===== src/rtl/carpma_paket.sv =====
// Shared types and helpers for the multiply controller and its product cache.
package carpma_paket;

   typedef enum logic [1:0] {
      ISLEM_MUL    = 2'b00,
      ISLEM_MULH   = 2'b01,
      ISLEM_MULHSU = 2'b10,
      ISLEM_MULHU  = 2'b11
   } islem_t;

   typedef enum logic [1:0] {
      BOS     = 2'd0,
      HESAPLA = 2'd1,
      BOSALT  = 2'd2,
      SUNUM   = 2'd3
   } durum_t;

   // MOD_SIGNED is the all-zero encoding so both mode pins idle low
   typedef enum logic [1:0] {
      MOD_SIGNED   = 2'd0,
      MOD_UNSIGNED = 2'd1,
      MOD_MULHSU   = 2'd2
   } mod_t;

   localparam int GECIKME_UNSIGNED = 4;
   localparam int GECIKME_SIGNED   = 5;

   // MUL only needs the low half, which is identical in every mode
   function automatic mod_t islem_modu(input islem_t islem);
      case (islem)
         ISLEM_MUL, ISLEM_MULHU: islem_modu = MOD_UNSIGNED;
         ISLEM_MULHSU:           islem_modu = MOD_MULHSU;
         default:                islem_modu = MOD_SIGNED;
      endcase
   endfunction

   function automatic logic [31:0] sonuc_yarisi(input logic [63:0] carpim, input islem_t islem);
      sonuc_yarisi = (islem == ISLEM_MUL) ? carpim[31:0] : carpim[63:32];
   endfunction

endpackage


===== src/rtl/carpma_onbellek.sv =====
// Single-entry product cache: remembers the last completed multiply and its mode.
module carpma_onbellek
   import carpma_paket::*;
#(
   parameter bit AKTIF = 1'b1
)
(
   input  logic        clk_i,
   input  logic        rst_i,
   input  logic [31:0] ara_rs1,
   input  logic [31:0] ara_rs2,
   input  islem_t      ara_islem,
   output logic        isabet,
   output logic [63:0] isabet_carpim,
   input  logic        yaz,
   input  logic [31:0] yaz_rs1,
   input  logic [31:0] yaz_rs2,
   input  mod_t        yaz_mod,
   input  logic [63:0] yaz_carpim
);

   logic        gecerli;
   logic [31:0] rs1_k;
   logic [31:0] rs2_k;
   mod_t        mod_k;
   logic [63:0] carpim_k;

   always_ff @(posedge clk_i or negedge rst_i) begin
      if (!rst_i) begin
         gecerli  <= 1'b0;
         rs1_k    <= '0;
         rs2_k    <= '0;
         mod_k    <= MOD_SIGNED;
         carpim_k <= '0;
      end else if (yaz) begin
         gecerli  <= 1'b1;
         rs1_k    <= yaz_rs1;
         rs2_k    <= yaz_rs2;
         mod_k    <= yaz_mod;
         carpim_k <= yaz_carpim;
      end
   end

   // A MUL can reuse any cached product; the high-half ops need the same signedness
   always_comb begin
      isabet = 1'b0;
      if (AKTIF && gecerli && (ara_rs1 == rs1_k) && (ara_rs2 == rs2_k)) begin
         isabet = (ara_islem == ISLEM_MUL) || (islem_modu(ara_islem) == mod_k);
      end
   end

   assign isabet_carpim = carpim_k;

endmodule


===== src/rtl/carpma_denetleyici.sv =====
// Controller between execute and the shared pipelined 32x32 multiplier.
module carpma_denetleyici
   import carpma_paket::*;
#(
   parameter bit ONBELLEK_AKTIF = 1'b1
)
(
   input  logic        clk_i,
   input  logic        rst_i,
   input  logic        istek_gecerli_i,
   output logic        istek_hazir_o,
   input  logic [1:0]  islem_i,
   input  logic [31:0] rs1_i,
   input  logic [31:0] rs2_i,
   input  logic        iptal_i,
   output logic [31:0] sonuc_o,
   output logic        sonuc_gecerli_o,
   input  logic        sonuc_hazir_i,
   output logic        blok_aktif_o,
   output logic        carpim_unsigned_o,
   output logic        carpim_mulhsu_o,
   output logic [31:0] sayi1_o,
   output logic [31:0] sayi2_o,
   input  logic [63:0] carpim_sonuc_i,
   input  logic        carpim_hazir_i
);

   durum_t      durum, durum_sonraki;
   logic        kabul;
   logic        onbellek_yaz;
   logic        isabet;
   logic [63:0] isabet_carpim;
   islem_t      islem_q;
   mod_t        mod_q;
   logic [31:0] sonuc_q;

   carpma_onbellek #(
      .AKTIF(ONBELLEK_AKTIF)
   ) u_onbellek (
      .clk_i        (clk_i),
      .rst_i        (rst_i),
      .ara_rs1      (rs1_i),
      .ara_rs2      (rs2_i),
      .ara_islem    (islem_t'(islem_i)),
      .isabet       (isabet),
      .isabet_carpim(isabet_carpim),
      .yaz          (onbellek_yaz),
      .yaz_rs1      (sayi1_o),
      .yaz_rs2      (sayi2_o),
      .yaz_mod      (mod_q),
      .yaz_carpim   (carpim_sonuc_i)
   );

   always_ff @(posedge clk_i or negedge rst_i) begin
      if (!rst_i) begin
         durum <= BOS;
      end else begin
         durum <= durum_sonraki;
      end
   end

   // Once started, the multiplier runs to carpim_hazir_i even if the op was flushed
   always_comb begin
      durum_sonraki   = durum;
      istek_hazir_o   = 1'b0;
      blok_aktif_o    = 1'b0;
      sonuc_gecerli_o = 1'b0;
      kabul           = 1'b0;
      onbellek_yaz    = 1'b0;
      case (durum)
         BOS: begin
            istek_hazir_o = !iptal_i;
            kabul         = istek_gecerli_i && !iptal_i;
            if (kabul) begin
               durum_sonraki = isabet ? SUNUM : HESAPLA;
            end
         end
         HESAPLA: begin
            blok_aktif_o = 1'b1;
            if (carpim_hazir_i) begin
               onbellek_yaz  = 1'b1;
               durum_sonraki = iptal_i ? BOS : SUNUM;
            end else if (iptal_i) begin
               durum_sonraki = BOSALT;
            end
         end
         BOSALT: begin
            blok_aktif_o = 1'b1;
            if (carpim_hazir_i) begin
               onbellek_yaz  = 1'b1;
               durum_sonraki = BOS;
            end
         end
         SUNUM: begin
            sonuc_gecerli_o = 1'b1;
            if (iptal_i || sonuc_hazir_i) begin
               durum_sonraki = BOS;
            end
         end
         default: durum_sonraki = BOS;
      endcase
   end

   always_ff @(posedge clk_i or negedge rst_i) begin
      if (!rst_i) begin
         sayi1_o <= '0;
         sayi2_o <= '0;
         islem_q <= ISLEM_MUL;
         mod_q   <= MOD_SIGNED;
         sonuc_q <= '0;
      end else if (kabul) begin
         sayi1_o <= rs1_i;
         sayi2_o <= rs2_i;
         islem_q <= islem_t'(islem_i);
         mod_q   <= islem_modu(islem_t'(islem_i));
         if (isabet) begin
            sonuc_q <= sonuc_yarisi(isabet_carpim, islem_t'(islem_i));
         end
      end else if ((durum == HESAPLA) && carpim_hazir_i) begin
         sonuc_q <= sonuc_yarisi(carpim_sonuc_i, islem_q);
      end
   end

   assign carpim_unsigned_o = (mod_q == MOD_UNSIGNED);
   assign carpim_mulhsu_o   = (mod_q == MOD_MULHSU);
   assign sonuc_o           = sonuc_q;

endmodule


===== config.mk =====
export PLATFORM = sky130hd
export DESIGN_NAME = carpma_denetleyici
export DESIGN_NICKNAME = d
export VERILOG_FILES = /design/src/rtl/carpma_paket.sv /design/src/rtl/carpma_onbellek.sv /design/src/rtl/carpma_denetleyici.sv
export SDC_FILE = /design/constraint.sdc
export NUM_CORES = 1
export LEC_CHECK = 0
export BUFFER_PORTS_ARGS = -buffer_cell sky130_fd_sc_hd__buf_2
export CAP_MARGIN = 20
export CORE_AREA = 5 5 212 214
export CTS_CLUSTER_SIZE = 12
export DETAILED_ROUTE_END_ITERATION = 7
export DIE_AREA = 0 0 217 219
export GPL_TIMING_DRIVEN = 0
export PLACE_DENSITY_LB_ADDON = 0.3
export SLEW_MARGIN = 20
export SYNTH_ARGS = -nofsm -noshare
export SYNTH_HDL_FRONTEND = slang
export SYNTH_HIERARCHICAL = 1
export SYNTH_SLANG_ARGS = --single-unit

===== constraint.sdc =====
create_clock -name clk_i -period 2.3 [get_ports clk_i]
set_clock_uncertainty 0.1 [all_clocks]
set_input_delay 0.46 -clock clk_i [delete_from_list [all_inputs] [get_ports clk_i]]
set_output_delay 0.46 -clock clk_i [all_outputs]
set_load 0.05 [all_outputs]

[Word level (Yosys, flattened, before mapping)]
Index checks and enable logic that the tools add are counted.
Storage, ports and cells
  register bits after elaboration: 233
  input bits: 136
  output and inout port bits: 101
Cells by class
  eq/ne operators: 15
  mux-type cells: 22
  reduce and logical (&&, ||, !) cells: 15
Operators by type and width (number)
  $mux 32: 5
  $eq 32x32->1: 2
  $mux 2: 8
  $eq 2x2->1 const B: 5
  $pmux 2 s4: 1
  $mux 1: 7
  $logic_not 2->1: 3
  $ne 2x2->1 const B: 3
  $eq 2x1->1 const B: 2
  $logic_and 1x1->1: 4
  $pmux 2 s2: 1
  $reduce_and 4->1: 1
  $reduce_or 2->1: 2
  $ne 3x3->1 const B: 1
  $eq 2x2->1: 1
  $logic_or 1x1->1: 2
  $ne 2x1->1 const B: 1
  $reduce_and 2->1: 1
  $reduce_bool 2->1: 1
  $logic_not 1->1: 1

[Longest topological paths before layout]
Gate-level depths: netlist of run 1.
  depth in word-level cells: 10
  gate-level depth with buffers: 11

[Hierarchy]
Netlist of run 1, hierarchy kept.
By module, submodules not included
  carpma_onbellek: instances 1, cells an instance 393, area each 5611.6 µm², sequential area each 3278.1 µm²
  carpma_denetleyici: instances 1, cells an instance 434, area each 4948.5 µm², sequential area each 2552.4 µm²

[Least setup slack after synthesis of run 1]
No wires, ideal clock.
  path type: input -> register
  start: input port islem_i[0]
  end: register sonuc_q[23], in the netlist sonuc_o[23]
  arrival: 2.171 ns
  required time: 2.135 ns
  slack: -0.036 ns
  cell stages on the path: 11
  path buffers: 1
  path through: inv_1 ha_1 xor2_1 a21oi_1 nor4_1 nand4_1 nor4_2 mux2i_4 buf_6 a311oi_1 a21o_1
Between the ends
  longest elaborated chain between the ends: 9
RTL lines
  start, declared: line carpma_denetleyici.sv:12  | input logic [1:0] islem_i,
  $eq 2x2->1 or $logic_not 2->1 (tied branches): line carpma_paket.sv:30, carpma_onbellek.sv:48
  $reduce_or 2->1: line carpma_paket.sv:30  | case (islem)
  $pmux 2 s2: line carpma_paket.sv:30
  $mux 2: line carpma_onbellek.sv:47  | if (AKTIF && gecerli && (ara_rs1 == rs1_k) && (ara_rs2 == rs2_k)) begin
  $eq 2x2->1: line carpma_onbellek.sv:48  | isabet = (ara_islem == ISLEM_MUL) || (islem_modu(ara_islem) == mod_k);
  $logic_or 1x1->1 *: line carpma_onbellek.sv:48
  $mux 1 *: line carpma_onbellek.sv:47
  named net isabet: line carpma_denetleyici.sv:31  | logic isabet;
  $ne 2x1->1 (no source line) *
  $reduce_and 2->1 (no source line) *
  end signal, assigned: line carpma_denetleyici.sv:117  | sonuc_q <= sonuc_yarisi(isabet_carpim, islem_t'(islem_i));
  end signal, assigned: line carpma_denetleyici.sv:120  | sonuc_q <= sonuc_yarisi(carpim_sonuc_i, islem_q);
  end, declared: line carpma_denetleyici.sv:35  | logic [31:0] sonuc_q;
The timed path passes the listed nets; every way through them passes the cells marked *. The select of a mux whose other input is x is not followed.
A chain may end at the register's enable or synchronous reset.

[Worst setup path after layout of run 1]
  start: register u_onbellek.rs2_k[15]
  end: register sonuc_q[3], in the netlist sonuc_o[3]
Between the ends
  longest elaborated chain between the ends: 5
RTL lines
  start, declared: line carpma_onbellek.sv:24  | logic [31:0] rs2_k;
  start signal, assigned: line carpma_onbellek.sv:38  | rs2_k <= yaz_rs2;
  $eq 32x32->1: line carpma_onbellek.sv:47
  $logic_and 1x1->1: line carpma_onbellek.sv:47
  $mux 1: line carpma_onbellek.sv:47
  named net isabet: line carpma_denetleyici.sv:31
  $ne 2x1->1 (no source line)
  $reduce_and 2->1 (no source line)
The timed path passes the listed nets, and every way through them passes these cells.

==> results.yml, run 1 <==
run_status:
  status: "finished with violations"
  violations: "setup timing"
grt:
  grt_pass1_vias: 8046
  grt_pass1_wl_um: 50390
  grt-ovfl-total: 0
  grt.total_usage_pct: 13.55
  antenna_found_initial: 6
  grt_max_degree: 93
sta:
  worst_pin_slew_ns: 0.8183
  fmax_mhz: 373.3
  finalMaxSlewViolations: 0
  rsz0062_at_grt: "true"
  finalCritPeriodShare_pct: 116.5
  min_period_ns: 2.679
  setup_viol: 33
  slew_headroom_pct: 45.45
  hold_viol: 0
  setup_ws_ns: -0.3790
synth:
  synth_top_area_share_pct: 55.21
  syn-instance-count: 827
  syn-cell-area_um2: 10560
  synth_flop_cell: "dfrtp_1"
  synth.avg_cell_area_um2: 12.77
  synthArstFlopShare_pct: 100.0
  synth_edf_count: 0
  ys_types: 37
  synth.net_count: 972
  ys_ff_latch: 233
  yosys_warnings: 6
  synth_area_leader_cell: "dfrtp_1"
  seq_area_frac_synth_pct: 55.21
  synth_area_leaders: "dfrtp_1 55%, mux2_2 20%, nand2_1 2.8%"
power_and_ir_drop:
  switchingPower_uw: 9483
  p_int_uw: 12820
  peakVddDrop_uv: 1103
  p_leak_uw: 0.006326
  power_frac_clock_pct: 20.6
  power_frac_comb_pct: 46.1
  swShare_pct: 42.53
  power_density_nw_per_um2: 1607
  pwr-share-seq_pct: 33.3
detailed_routing:
  via_per_inst: 4.528
  first_iter_violations: 407
  wl_um: 32860
  antenna_left: 0
  wl_per_cell_um: 19.62
  num_vias: 7585
  drc: 0
  firstDrtPassIters: 4
setup_path:
  worstSetupStartpointType: "flop"
  worstSetupPathType: "reg2reg"
  worst-path-max-fanout: 6
  arrival_ns: 3.07
  reg2reg_setup_slack_ns: -0.38
  worstPathRequired_ns: 2.69
  endpoint_kind: "flop"
floorplan:
  die_h_um: 219
  rows: 76
  core_area_um2: 42700
  die_area_um2: 47520
  start_util_pct: 24.73
  die_w_um: 217
  ioPinCount: 237
placement:
  gp_congestion: 0.7621
  placed_area_um2: 12500
  dp_hpwl_um: 23760
  io_buffers: 236
layout:
  final_area_um2: 13880
  area_delta_synth_final_pct: 31.42
  final_util_pct: 32.51
  final_common_cell: "buf_2"
  fin_nets: 1249
  layout_common_cells: "251 x buf_2, 233 x dfrtp_1, 187 x mux2_2"
  drive_gt1_share_pct: 49.91
clock_network:
  clkSlewWorstSetupHoldPaths_ns: 0.06
  cts.sinks: 233
  root_buffer: "clkbuf_16"
  worstSkewPairLatency_ns: 0.56
  cts_tree: "yes"
  cts_buffer_depth: 3
  htree_levels: 1
  numCtsBuffers: 29
run:
  max_cap_viol_count: 0
min_path:
  hold_class: "in2reg"
cells in the mapped netlist, types with 5 or more instances:
master,count
inv_1,21
clkbuf_1,12
nand2_1,79
dfrtp_1,233
a311oi_1,32
nor4_1,7
buf_2,32
ha_1,9
nor2b_1,35
mux2_2,188
nand4_1,7
xnor2_1,23
o22ai_1,5
a21o_1,32
o21ai_0,14
xor2_1,30
a211oi_1,32
logic make-up (layout without fill, tap and decap cells):
logic type,Yosys count,in the layout,synth area share [%]
xor+xnor,53,53,4.396
compound gates,126,126,8.946
other cells,0,3,0
simple gates,144,144,6.825
mux,190,191,20.36
buf+inv,72,370,3.199
fa+ha+maj,9,9,1.066
flops,233,233,55.21
state kept, by name (all words and copies together) (netlist names):
| signal | flops |
|---|---|
| islem_q | 2 |
| sonuc_o | 32 |
| u_onbellek/gecerli | 1 |
| u_onbellek/isabet_carpim | 64 |
| u_onbellek/mod_k | 2 |
| u_onbellek/rs2_k | 32 |
| sayi1_o | 32 |
| u_onbellek/rs1_k | 32 |
| durum | 2 |
| sayi2_o | 32 |
| mod_q | 2 |
metrics by stage:
stage               hold WS [ns]  setup WS (ns)  instances  setup TNS, ns  power (µW)
finish                   0.05139        -0.3790       1675         -11.27       22300
global route             0.02148        -0.5860       1672         -17.20       23620
CTS                     0.009089        -0.4686       1669         -13.90       22520
detailed placement        0.3245         -1.062       1611         -34.63       17490
global placement          0.3471         -3.786       1609        -904.16       17280
floorplan                0.06441     0.00001577        827              0       14610
routing by layer:
metal	global-route usage, %	vias to the layer above	part of all wire, %
met2	21.89	228	46
li1	-	3521	-
met1	17.95	3779	44
met5	0	-	0.13
met4	2.991	8	2.1
met3	4.290	49	7.8
layout make-up:
class	instances	area [µm²]
antenna	3	7.507
buffer	50	305.3
clock buffer	46	869.6
clock inverter	7	96.34
fill	4339	28820
inverter	22	82.58
multi-input combinational	523	4673
sequential	233	5831
tap	546	683.2
timing repair buffer	245	1330
path summary, 6_finish.rpt:
kind                                             startpoint  depth (start not counted)                       to
min in group asynchronous                             rst_i                          2  sonuc_o[26]$_DFFE_PN0P_
setup / recovery           u_onbellek/rs2_k[15]$_DFFE_PN0P_                          9   sonuc_o[3]$_DFFE_PN0P_
setup reg to reg           u_onbellek/rs2_k[15]$_DFFE_PN0P_                          9   sonuc_o[3]$_DFFE_PN0P_
hold reg to reg                     sonuc_o[13]$_DFFE_PN0P_                          1  sonuc_o[13]$_DFFE_PN0P_
max in group asynchronous                             rst_i                          4  sayi2_o[20]$_DFFE_PN0P_
hold / removal                                     rs2_i[4]                          2   sayi2_o[4]$_DFFE_PN0P_
power groups by stage:
stage                     sequential, µW  clock (µW)  combinational (µW)
after floorplan                    10100           0                4470
after global placement              7370           0                9910
after detailed placement            7470           0               10000
after CTS                           7420        4770               10300
after global routing                7690        4920               11000
final                               7420        4600               10300
critical path, stage by stage, from the launching register on:
cell and delay, ns:
dfrtp_1 0.39, xor2_1 0.18, nor4_1 0.53, nand4_1 0.29, nor4_4 0.28, buf_6 0.17
mux2i_4 0.13, buf_6 0.19, a311oi_2 0.23, a21o_1 0.12
repair_timing:
item                       4_1_cts  5_1_grt
hold endpoints to repair        62        0
hold buffers                     1        0
pin swaps                        6        0
cloned                           2        0
resized for setup               46       23
setup buffers                    2        3
setup endpoints to repair      137       87
No activity file was read; power rests on OpenSTA's default activity.
==> run 2, diff against run 1 <==
Settings changed: ABC_AREA set to 1, CORE_AREA 5 5 212 214 to 5 5 221 223, CTS_CLUSTER_DIAMETER set to 100, DIE_AREA 0 0 217 219 to 0 0 226 228.
==> run 2 against run 1 <==
Compared with the run above:
- the run still ends with setup timing left
- non-clock buffer count increased by 31
- sequential power down 2%
- utilization fell by 1.6 points
- first-iteration DRC count rose by 81%
- register-to-register slack better by 0.36 ns
==> results.yml, run 2 <==
setup_path:
  worstSetupPathType: "reg2reg"
  reg2reg_setup_slack_ns: -0.02
  worstPathRequired_ns: 2.61
  endpoint_kind: "flop"
  worst-path-max-fanout: 10
  worstSetupStartpointType: "flop"
  arrival_ns: 2.63
synth:
  synth_area_leader_cell: "dfrtp_1"
  syn-cell-area_um2: 11460
  synth.net_count: 1725
  synth.avg_cell_area_um2: 7.253
  seq_area_frac_synth_pct: 50.88
  synth.most_common_cell: "nand2_1"
  synth_common_cells: "791 x nand2_1, 233 x dfrtp_1, 168 x inv_1"
  synth_top_area_share_pct: 50.88
  synth_edf_count: 0
  synth_area_leaders: "dfrtp_1 51%, nand2_1 26%, nand3_1 7.2%"
  yosys_warnings: 6
  synthArstFlopShare_pct: 100.0
  ys_types: 21
  syn-instance-count: 1580
  synth_flop_cell: "dfrtp_1"
  ys_ff_latch: 233
run_status:
  status: "finished with violations"
  violations: "setup timing"
min_path:
  hold_class: "in2reg"
layout:
  regArea_um2: 5831
  multi_input_area_um2: 4716
  area_delta_synth_final_pct: 25.10
  fin_nets: 1998
  final_util_pct: 30.92
  final_common_cell: "nand2_1"
  layout_common_cells: "789 x nand2_1, 263 x buf_2, 233 x dfrtp_1"
  drive_gt1_share_pct: 18.50
  largest_reg_flops: 64
  fillCellCount: 5017
grt:
  grt-ovfl-total: 0
  grtUsageMet2_pct: 24.07
  antenna_found_initial: 9
  met1_usage_pct: 21.04
  grt_max_degree: 92
  gr-max-usage-layer: "met2"
  grt_pass1_wl_um: 62510
  grt_pass1_vias: 10775
  grt.total_usage_pct: 15.34
  met3_usage_pct: 4.238
sta:
  min_period_ns: 2.317
  slew_headroom_pct: 50.55
  worst_pin_slew_ns: 0.7417
  rsz0062_at_grt: "true"
  setup_viol: 24
  finalCritPeriodShare_pct: 100.7
  finalMaxSlewViolations: 0
  setup_ws_ns: -0.01707
  hold_viol: 0
  fmax_mhz: 431.6
floorplan:
  ioPinCount: 237
  die_w_um: 226
  die_h_um: 228
  die_area_um2: 51530
  rows: 79
  start_util_pct: 24.72
  core_area_um2: 46360
power_and_ir_drop:
  p_leak_uw: 0.008040
  power_density_nw_per_um2: 1505
  peakVddDrop_uv: 904.4
detailed_routing:
  num_vias: 10959
  via_per_inst: 4.446
  drc: 0
  first_iter_violations: 735
  antenna_left: 0
  wl_um: 41090
  wl_per_cell_um: 16.67
  firstDrtPassIters: 5
clock_network:
  worstSkewPairLatency_ns: 0.53
  htree_levels: 1
  cts_tree: "yes"
  cts_buffer_depth: 3
  cts.sinks: 233
  clkSlewWorstSetupHoldPaths_ns: 0.07
  root_buffer: "clkbuf_16"
  numCtsBuffers: 23
placement:
  io_buffers: 236
  pre_cts_slack_ns: -1.159
  gp_congestion: 0.8301
  dp_hpwl_um: 30570
run:
  max_cap_viol_count: 0
-- run 2: cells by family (layout without fill, tap and decap cells) --
| group | Yosys count | after routing | synth area share [%] |
|---|---|---|---|
| XOR/XNOR | 18 | 18 | 1.376 |
| AND/OR/NAND/NOR | 1004 | 1004 | 35.07 |
| adder cells (fa/ha/maj) | 9 | 9 | 0.9827 |
| other | 0 | 4 | 0 |
| AO/OA/AOI/OAI | 65 | 65 | 2.959 |
| flip-flops | 233 | 233 | 50.88 |
| buffers and inverters | 251 | 525 | 8.735 |
-- run 2: area by class of cell --
| type | instances | share of cell area (%) |
|---|---|---|
| multi-input combinational | 1096 | 32.89 |
| clock inverter | 2 | 0.1222 |
| buffer | 78 | 2.959 |
| clock buffer | 24 | 4.041 |
| timing repair buffer | 248 | 9.400 |
| sequential | 233 | 40.67 |
| inverter | 173 | 4.547 |
| antenna | 4 | 0.06982 |
| tap | 607 | 5.298 |
-- run 2: path summary, 6_finish.rpt --
kind | startpoint | endpoint | depth (start not counted)
setup / recovery | u_onbellek/rs2_k[14]$_DFFE_PN0P_ | sonuc_o[18]$_DFFE_PN0P_ | 13
min in group asynchronous | rst_i | sonuc_o[9]$_DFFE_PN0P_ | 2
setup reg to reg | u_onbellek/rs2_k[14]$_DFFE_PN0P_ | sonuc_o[18]$_DFFE_PN0P_ | 13
hold reg to reg | u_onbellek/gecerli$_DFFE_PN0P_ | u_onbellek/gecerli$_DFFE_PN0P_ | 2
hold / removal | carpim_sonuc_i[60] | u_onbellek/isabet_carpim[60]$_DFFE_PN0P_ | 3
max in group asynchronous | rst_i | sayi2_o[8]$_DFFE_PN0P_ | 3
-- run 2: timing repair --
action | in CTS | in global routing
pin swaps | 11 | 12
endpoints found under the setup margin | 33 | 40
cloned | 0 | 0
setup buffers | 8 | 1
hold buffers | 1 | 0
endpoints found under the hold margin | 64 | 0
gates resized for setup | 38 | 16
-- run 2: where the power goes --
group	total, µW	internal (µW)	switching, µW
Combinational	10900	2930	8000
Clock	3390	1780	1610
Sequential	7260	6030	1230
Total	21600	10700	10800
-- run 2: routing by layer --
layer,vias up,routed length [µm]
li1,5348,-
met1,5156,18440
met2,367,18000
met3,76,3493
met4,12,1069
met5,-,80
-- run 2: worst max-delay path, stage by stage (launching register included) --
cell and delay [ns]:
dfrtp_1 0.40, xnor2_2 0.23, nand2_2 0.12, nor2_1 0.11, nand2_1 0.11, nor2_1 0.15, nand3_2 0.10, nor2_4 0.16
nand4_1 0.13, buf_6 0.16, buf_8 0.14, buf_8 0.14, nand3_1 0.09, nand2_1 0.06
-- run 2: metrics by stage --
stage / hold slack (ns) / area [µm²] / TNS, ns / std cells / total power (µW)
after detailed placement: 0.3453 / 13470 / -34.44 / 2425 / 18050
after CTS: 0.03401 / 14270 / 0 / 2460 / 21760
final: 0.06135 / 14340 / -0.2079 / 2465 / 21580
after global routing: 0.05192 / 14330 / -3.368 / 2461 / 23190
after floorplan: 0.06441 / 11460 / 0 / 1580 / 14650
after global placement: 0.3399 / 13400 / -921.09 / 2423 / 17850
==> run 3, diff against run 2 <==
Settings changed: CORE_AREA 5 5 221 223 to 5 5 223 225, DIE_AREA 0 0 226 228 to 0 0 228 230, SYNTH_HIERARCHICAL 1 to not set.
==> run 3 against run 2 <==
Compared with the run above:
- the flow now finishes without violations
- register-to-register slack better by 0.14 ns
- cell count down 1.9%
- non-clock buffer count down 15
- fmax up 4.2%
- critical path depth down 8
- critical path type is now reg2out
- critical endpoint is now istek_hazir_o
- largest cell class unchanged
==> results.yml, run 3 <==
detailed_routing:
  drc: 0
  wl_um: 42930
  num_vias: 10982
  wl_per_cell_um: 17.75
  firstDrtPassIters: 6
  antenna_left: 0
  first_iter_violations: 819
  via_per_inst: 4.542
layout:
  final_common_cell: "nand2_1"
  stdcell_count: 2418
  largest_reg_flops: 64
  fillCellCount: 5077
  multi_input_area_um2: 4962
  layout_common_cells: "553 x nand2_1, 261 x buf_2, 233 x dfrtp_1"
  regArea_um2: 5831
  fin_nets: 1941
  area_delta_synth_final_pct: 23.67
  drive_gt1_share_pct: 22.54
run:
  max_cap_viol_count: 0
synth:
  synth_common_cells: "554 x nand2_1, 233 x dfrtp_1, 173 x o21ai_0"
  yosys_warnings: 0
  ys_ff_latch: 233
  synthArstFlopShare_pct: 100.0
  syn-instance-count: 1532
  synth_area_leaders: "dfrtp_1 50%, nand2_1 18%, o21ai_0 7.4%"
  seq_area_frac_synth_pct: 49.57
  synth_top_area_share_pct: 49.57
  synth_edf_count: 0
  ys_types: 29
  synth.avg_cell_area_um2: 7.678
  synth_area_leader_cell: "dfrtp_1"
  synth.most_common_cell: "nand2_1"
  synth.net_count: 1674
  syn-cell-area_um2: 11760
  synth_flop_cell: "dfrtp_1"
run_status:
  status: "complete, no violations"
placement:
  dp_hpwl_um: 32430
  io_buffers: 236
  pre_cts_slack_ns: -0.7991
  gp_congestion: 0.8797
  place_inst: 2386
grt:
  grt-ovfl-total: 0
  grt_max_degree: 63
  grt_pass1_wl_um: 65610
  grtUsageMet2_pct: 25.79
  grt_pass1_vias: 10750
  gr-max-usage-layer: "met2"
  met3_usage_pct: 3.220
  antenna_found_initial: 4
  met1_usage_pct: 21.61
  grt.total_usage_pct: 15.73
min_path:
  hold_class: "in2reg"
  hold_start: "rs2_i[4]"
  holdPathEnd: "sayi2_o[4]$_DFFE_PN0P_"
  min_path_cells: 3
power_and_ir_drop:
  pwr-share-seq_pct: 33.6
  switchingPower_uw: 11150
  peakVddDrop_uv: 620.9
  p_int_uw: 11310
  power_density_nw_per_um2: 1544
  swShare_pct: 49.65
  power_frac_clock_pct: 16.1
  p_leak_uw: 0.007852
  power_frac_comb_pct: 50.3
setup_path:
  worstSetupStartpointType: "flop"
  arrival_ns: 1.66
  worstSetupPathType: "reg2out"
  endpoint_kind: "output pin"
  critPathLaunch: "durum[0]$_DFFE_PN0P_"
  rr_worst_depth: 10
  worstPathRequired_ns: 1.74
  worst-path-max-fanout: 4
  reg2reg_to: "sonuc_o[10]$_DFFE_PN0P_"
  regToRegStartpoint: "durum[0]$_DFFE_PN0P_"
  reg2reg_setup_slack_ns: 0.12
sta:
  setup_ws_ns: 0.07726
  fin_tns_setup_ns: 0
  slew_headroom_pct: 59.32
  setup_viol: 0
  hold_viol: 0
  finalMaxSlewViolations: 0
  worst_pin_slew_ns: 0.6102
  fmax_mhz: 449.9
  min_period_ns: 2.223
  holdWs_ns: 0.07129
  finalCritPeriodShare_pct: 96.64
floorplan:
  die_w_um: 228
  rows: 80
  start_util_pct: 24.84
  core_area_um2: 47350
  ioPinCount: 237
  die_h_um: 230
  die_area_um2: 52440
clock_network:
  cts_buffer_depth: 3
  root_buffer: "clkbuf_16"
  htree_levels: 1
  worstSkewPairLatency_ns: 0.54
  cts_tree: "yes"
  cts.sinks: 233
  clkSlewWorstSetupHoldPaths_ns: 0.06
  numCtsBuffers: 24
[run 3: changes by cell type after synthesis, moves of 6 or more]
cell	change
nand2_1	-237
nand3_1	-126
o21ai_0	+119
nor2_1	+102
a21oi_1	+59
mux2_2	+35
nand3_2	+29
xnor2_1	-10
inv_1	-9
o22ai_1	-8
buf_2	-7
clkbuf_1	-7
inv_2	+6
[run 3: cell families after synthesis]
group | synth area share [%]
flops | 49.57
mux | 3.351
fa+ha+maj | 0.6382
compound gates | 10.08
simple gates | 27.43
xor+xnor | 0.3723
buf+inv | 8.552
[run 3: power by group through the flow]
stage               registers (µW)  logic [µW]  clock network (µW)
global route                  7770       12400                3870
floorplan                    10100        5180                   0
detailed placement            7570       11300                   0
finish                        7540       11300                3620
CTS                           7530       11400                3740
global placement              7500       11100                   0
[run 3: layer usage]
layer | wire length (µm) | share of wire, %
met5 | 21 | 0.049
met4 | 853 | 2.0
met3 | 2512 | 5.9
met2 | 20150 | 47
met1 | 19390 | 45
[run 3: final cells by class]
class / instances / area share [%]
Multi-Input combinational cell: 1059 / 34.11
Inverter: 170 / 4.421
Clock buffer: 26 / 4.326
Timing Repair Buffer: 241 / 8.920
Buffer: 70 / 2.675
Tap cell: 615 / 5.290
Antenna cell: 2 / 0.03441
Sequential cell: 233 / 40.08
Clock inverter: 2 / 0.1376
[run 3: critical path, stage by stage, from the launching register on]
cell,delay [ns]
dfrtp_1,0.42
inv_1,0.10
ha_2,0.22
inv_2,0.05
nor2_2,0.16
buf_6,0.19
[run 3: repair_timing]
action | 4_1_cts | 5_1_grt
pin swaps | 0 | 3
setup endpoints to repair | 229 | 113
hold buffers | 1 | 0
gates resized for setup | 17 | 11
endpoints found under the hold margin | 55 | 0
setup buffers | 0 | 1
[run 3: worst max path at each step]
stage | slack, ns | cells past startpoint | end
finish | 0.08 | 5 | istek_hazir_o
global route | -0.004 | 10 | sonuc_o[19]$_DFFE_PN0P_
CTS | -0.005 | 8 | sayi2_o[12]$_DFFE_PN0P_
detailed placement | -0.80 | 6 | u_onbellek.isabet_carpim[0]$_DFFE_PN0P_
global placement | -3.89 | 1 | sonuc_o[14]$_DFFE_PN0P_
floorplan | 0.13 | 10 | sonuc_o[10]$_DFFE_PN0P_
[run 3: metrics by stage]
step                instance area, µm²  power [µW]  util, %
floorplan                        11760       15310        -
global placement                 13710       18650    28.96
detailed placement               13810       18880    29.16
CTS                              14510       22640    30.65
global route                     14540       24050    30.72
finish                           14550       22460    30.72
